$ cat config.mk
export PLATFORM = sky130hd
export DESIGN_NAME = bsg_async_rptr_ctrl
export DESIGN_NICKNAME = d
export VERILOG_FILES = /design/src/rtl/bsg_async_rptr_ctrl.sv
export SDC_FILE = /design/constraint.sdc
export NUM_CORES = 1
export LEC_CHECK = 0
export BUFFER_PORTS_ARGS = -buffer_cell sky130_fd_sc_hd__buf_2
export CORE_ASPECT_RATIO = 1.2
export CORE_UTILIZATION = 49
export CTS_CLUSTER_SIZE = 25
export DETAILED_ROUTE_END_ITERATION = 7
export GPL_ROUTABILITY_DRIVEN = 0
export PLACE_DENSITY = 0.83
export SYNTH_ARGS = -nofsm -noshare
export SYNTH_HDL_FRONTEND = slang
export SYNTH_SLANG_ARGS = --single-unit
$ cat constraint.sdc
create_clock -name clk_i -period 3 [get_ports clk_i]
set_input_delay 0.15 -clock clk_i [delete_from_list [all_inputs] [get_ports clk_i]]
set_output_delay 0.15 -clock clk_i [all_outputs]
set_load 0.01 [all_outputs]
$ cat src/rtl/bsg_async_rptr_ctrl.sv
// rtl/bsg_async_rptr_ctrl.sv - read-side pointer controller for the dual-clock FIFO
module bsg_async_rptr_ctrl #(
  parameter int lg_size_p = 4
) (
  input  logic               clk_i,
  input  logic               reset_i,
  input  logic [lg_size_p:0] w_ptr_gray_rsync_i,
  input  logic               yumi_i,
  output logic               v_o,
  output logic [lg_size_p-1:0] r_addr_o,
  output logic [lg_size_p:0] r_ptr_binary_r_o,
  output logic [lg_size_p:0] r_ptr_gray_r_o,
  output logic [lg_size_p:0] count_o,
  output logic               error_o
);

  localparam int ptr_w = lg_size_p + 1;
  // Occupancy of a completely full FIFO; anything above it is an inconsistent write pointer.
  localparam logic [ptr_w-1:0] full_count = {1'b1, {lg_size_p{1'b0}}};

  logic [ptr_w-1:0] r_ptr_binary_r;
  logic [ptr_w-1:0] r_ptr_p1_r;
  logic [ptr_w-1:0] r_ptr_gray_r;
  logic             error_r;
  logic [ptr_w-1:0] w_bin;
  logic [ptr_w-1:0] r_ptr_p1_gray;
  logic             accept;
  logic             underflow;
  logic             overcap;

  // Gray-to-binary: each binary bit is the XOR of all gray bits at or above it.
  always_comb begin
    w_bin = '0;
    for (int i = 0; i < ptr_w; i++) begin
      w_bin[i] = ^(w_ptr_gray_rsync_i >> i);
    end
  end

  assign r_ptr_p1_gray = r_ptr_p1_r ^ (r_ptr_p1_r >> 1);

  // Equal gray codes mean equal pointers, i.e. empty.
  assign v_o       = (w_ptr_gray_rsync_i != r_ptr_gray_r);
  assign count_o   = w_bin - r_ptr_binary_r;
  assign accept    = yumi_i & v_o;
  assign underflow = yumi_i & ~v_o;
  assign overcap   = (count_o > full_count);

  assign r_addr_o         = r_ptr_binary_r[lg_size_p-1:0];
  assign r_ptr_binary_r_o = r_ptr_binary_r;
  assign r_ptr_gray_r_o   = r_ptr_gray_r;
  assign error_o          = error_r;

  // Advance the binary, plus-one and gray pointers together on an accepted read.
  always_ff @(posedge clk_i or posedge reset_i) begin
    if (reset_i) begin
      r_ptr_binary_r <= '0;
      r_ptr_p1_r     <= ptr_w'(1);
      r_ptr_gray_r   <= '0;
    end else if (accept) begin
      r_ptr_binary_r <= r_ptr_p1_r;
      r_ptr_p1_r     <= r_ptr_p1_r + ptr_w'(1);
      r_ptr_gray_r   <= r_ptr_p1_gray;
    end
  end

  // Sticky error on underflow or an impossible occupancy.
  always_ff @(posedge clk_i or posedge reset_i) begin
    if (reset_i) begin
      error_r <= 1'b0;
    end else if (underflow || overcap) begin
      error_r <= 1'b1;
    end
  end

endmodule

# After elaboration in Yosys (flattened, before gate mapping)
# Cells that the tools add are included.
[classes] add_sub_neg=2 magnitude_cmp=1 eq_ne=1 n_bitwise=4 reduce_logical=6
[op_table] op="5-bit XOR reduction" count=5
[op_table] op="5-bit by 1-bit adder with 5-bit output, second input constant" count=1
[op_table] op="5-bit greater-than comparator, second input constant" count=1
[op_table] op="5-bit != test" count=1
[op_table] op="5-bit subtractor" count=1
[op_table] op="5-bit by 4-bit XOR with 5-bit output" count=1
[op_table] op="1-bit AND" count=2
[op_table] op="1-bit logical OR" count=1
[op_table] op="1-bit inverter" count=1
[word_totals] regBits=16 inputBits=8 output_inout_bits=21 wordCells=18

# Longest topological paths before layout
[depth] word_depth=4 mapped_depth=11 mapped_depth_nobuf=11

# Worst setup path after synthesis
# OpenSTA, ideal clock, no wires.
[synth_timing] kind="input-to-reg" start="input port w_ptr_gray_rsync_i[3]" end="register error_r (netlist: error_o)" setup_ns=0.126 arrival_time_ns=2.395 required_time_ns=2.874 setup_slack_ns=0.479 stages=11 path_buffers=0 path_cell_list="xor2_1 > xor2_1 > xor2_1 > xnor2_1 > ha_1 > inv_1 > fa_1 > xor2_1 > nor4_1 > mux2i_1 > a221o_1"
[synth_between] elab_chain_len=4 elab_cells_between_ends=10 classes_between="add/sub: 1; order compare: 1; eq/ne: 1; bitwise: 2; reduce/logical: 5"
[synth_rtl] element="from (decl)" line_no="7" source="input logic [lg_size_p:0] w_ptr_gray_rsync_i,"
[synth_rtl] element="5-bit XOR reduction" line_no="35" source="w_bin[i] = ^(w_ptr_gray_rsync_i >> i);"
[synth_rtl] element="5-bit subtractor *" line_no="43" source="assign count_o = w_bin - r_ptr_binary_r;"
[synth_rtl] element="via count_o[2]" line_no="13" source="output logic [lg_size_p:0] count_o,"
[synth_rtl] element="5-bit greater-than comparator *" line_no="46" source="assign overcap = (count_o > full_count);"
[synth_rtl] element="1-bit logical OR *" line_no="70" source="end else if (underflow || overcap) begin"
[synth_rtl] element="to (signal assigned)" line_no="69" source="error_r <= 1'b0;"
[synth_rtl] element="to (signal assigned)" line_no="71" source="error_r <= 1'b1;"
[synth_rtl] element="to (decl)" line_no="24" source="logic error_r;"
# Mark *: on every way through the listed nets, which the timed path passes. The rest lies on a longest branch.
# A chain may end at the register's enable or synchronous reset.

# Worst setup path in the final report
[layout_timing] start="input port w_ptr_gray_rsync_i[3]" end="output port count_o[4]"
[layout_between] elab_chain_len=2 elab_cells_between_ends=5 classes_between="add/sub: 1; reduce/logical: 4"
[layout_rtl] element="5-bit XOR reduction" line_no="35"
[layout_rtl] element="5-bit subtractor *" line_no="43"
[layout_rtl] element="to (decl)" line_no="13"
# Mark *: on every way between the ends. The rest lies on a longest branch, timed or not.

==> results.ini <==
[cells_and_area]
layout.nets=123
final_common_cell=buf_2
regArea_um2=352
drive_above_1_share=0.406
multi_input_area_um2=473
syn2layout_area_growth_pct=17.9
n_antenna_cell=0
fill_cells=143
stdcell_count=124
layout_common_cells=28 x buf_2, 13 x dfrtp_1, 12 x xnor2_1, 9 x mux2_2, 8 x inv_1

[min_path]
min_path_cells=2
hp-class=in2reg

[grt]
grt_first_pass_wirelength_um=2520
grt_pass1_vias=632
grt_usage=0.185
globalRouteOverflowTotal=0
antenna_found_initial=0
grt_max_degree=15

[logic_synthesis]
yosysWarnings=0
synth.avg_cell_area_um2=11.5
ys_types=21
syn-num-nets=94
synthCells=78
synth_seq_area_share=0.391
ys_ff_latch=14
syn-cell-area_um2=900

[drt]
drtIter0Drc=1
ant_nets=0
dr_total_vias=648
post_drt_wl_per_cell_um=12.8
dr_wl_met3_um=70
routed_wl_um=1590
drt_pass1_iterations=2
drc=0
wl_met1_um=663
routed_via_density=5.23
route.met2.wl_um=833
routed.top_layer=met4

[pwr]
power.density_nw_per_um2=1170
internal-power_uw=703
p_leak_uw=0.000505
p_sw_frac=0.435
seq_power_share=0.310
power.share.clock=0.088
power.net_switching_uw=540
vdd_ir_drop_max_uv=544
power_frac_comb=0.602

[placement]
port_buffers=28
dpl.hpwl_um=1310
dp.cells=119

[worst_setup_path]
cp_common_cell=xor2_1
crit_chain=buf_2, xor2_1, xor2_1, xor2_1, xnor2_1, ha_1, inv_1, fa_1, a21o_1, a21oi_1, xnor2_1, buf_2
critPathLaunchType=input pin
path_delay_family=XOR/XNOR gates
crit_path_end_kind=output port
critPathMaxStageDelay_ns=0.40
crit_fanout=2
cp.depth=12
criticalPathCategory=in2out
cpMaxStageDelayCell=fa_1
arrival_ns=2.45
critPathRequiredTime_ns=2.85
cp.buffers_inverters=3
rrSetupSlack_ns=1.06
r2r_cells=6

[flow_run]
timing.max_cap.violations=0

[timing]
finalCriticalPeriod_ns=2.60
drv_slew=0
max-slew-margin-rel=0.656
max_freq_mhz=385
worstMarginPinSlew_ns=0.516
rsz0062_at_grt=no
setup_violations=0
fin_setup_tns_ns=0
holdWs_ns=0.220
period_share=0.867
fin_skew_ns=0.00592
hold_viol=0

[clock_network]
cts_resized=0
htreeDepth=1
cts_tree=built
numCtsBuffers=3
clkLatencyLatePin_ns=0.27
cts_num_sinks=14
post_cts_buffers=0
holdBufCountCts=1
clk_path_buf_depth=2
cts_root_buf=clkbuf_4
cts.reportedPaths.clkPinSlew_ns=0.08

[floorplan]
die_y_um=48.9
die_area_um2=2010
core_area_um2=1680
rows=16
io_pins=29
start_util=0.535
fp.dieW_um=41.1

[outcome]
outcome=completed

## worst paths after layout
kind	from	endpoint
max	w_ptr_gray_rsync_i[3]	count_o[4]
min reg2reg	error_o	error_o
min in group asynchronous	reset_i	r_ptr_gray_r_o[2]
max reg2reg	r_ptr_binary_r_o[0]	error_o
min	yumi_i	error_o
max in group asynchronous	reset_i	r_ptr_p1_r[0]
## power by group through the flow
stage	sequential [uW]	clock, uW	combinational (uW)
2_1_floorplan	400	0	538
3_3_place_gp	385	0	730
3_5_place_dp	389	0	757
4_1_cts	385	112	761
5_1_grt	400	122	851
6_report	386	109	748
## cell type report
cell class | instances | share of cell area
Sequential cell | 14 | 0.331
Timing Repair Buffer | 30 | 0.149
Tap cell | 18 | 0.0212
Multi-Input combinational cell | 50 | 0.446
Clock buffer | 4 | 0.0248
Inverter | 8 | 0.0283
## cell families after synthesis
logic type	Yosys count	synth area share
compound gates	8	0.0765
xor+xnor	17	0.166
fa+ha+maj	8	0.120
buf+inv	14	0.0834
flops	14	0.391
mux	10	0.124
simple gates	7	0.0403
## per-layer routing
layer / up-vias / track usage
met4: 0 / 0.0645
met1: 309 / 0.199
met5: - / 0
li1: 319 / -
met3: 4 / 0.0731
met2: 16 / 0.307
## sequential cells by signal, summed over array words and instances (netlist names)
signal,flops
r_ptr_gray_r_o,4
error_o,1
r_ptr_p1_r,4
r_ptr_binary_r_o,5
## cells in the mapped netlist
library cell | count | area share
a21o_1 | 1 | 0.0083
a21oi_1 | 2 | 0.011
a221o_1 | 1 | 0.011
buf_4 | 6 | 0.050
dfrtp_1 | 13 | 0.36
dfstp_2 | 1 | 0.029
fa_1 | 1 | 0.022
ha_1 | 7 | 0.097
inv_1 | 8 | 0.033
mux2_2 | 9 | 0.11
mux2i_1 | 1 | 0.011
nand2_1 | 2 | 0.0083
nand3_1 | 1 | 0.0056
nand3b_1 | 1 | 0.0083
nor2_1 | 1 | 0.0042
nor4_1 | 2 | 0.014
o2111ai_1 | 2 | 0.019
o211ai_1 | 1 | 0.0083
o21ai_4 | 1 | 0.018
xnor2_1 | 12 | 0.12
xor2_1 | 5 | 0.049
## stage by stage
stage,worst slack [ns],utilization,total power (uW),cell area (um^2)
floorplan,0.479,-,937,900
global placement,0.388,0.609,1120,1020
detailed placement,0.267,0.609,1150,1020
CTS,0.372,0.631,1260,1060
global route,0.189,0.631,1370,1060
finish,0.400,0.631,1240,1060
Power figures use the tool's default switching activity.
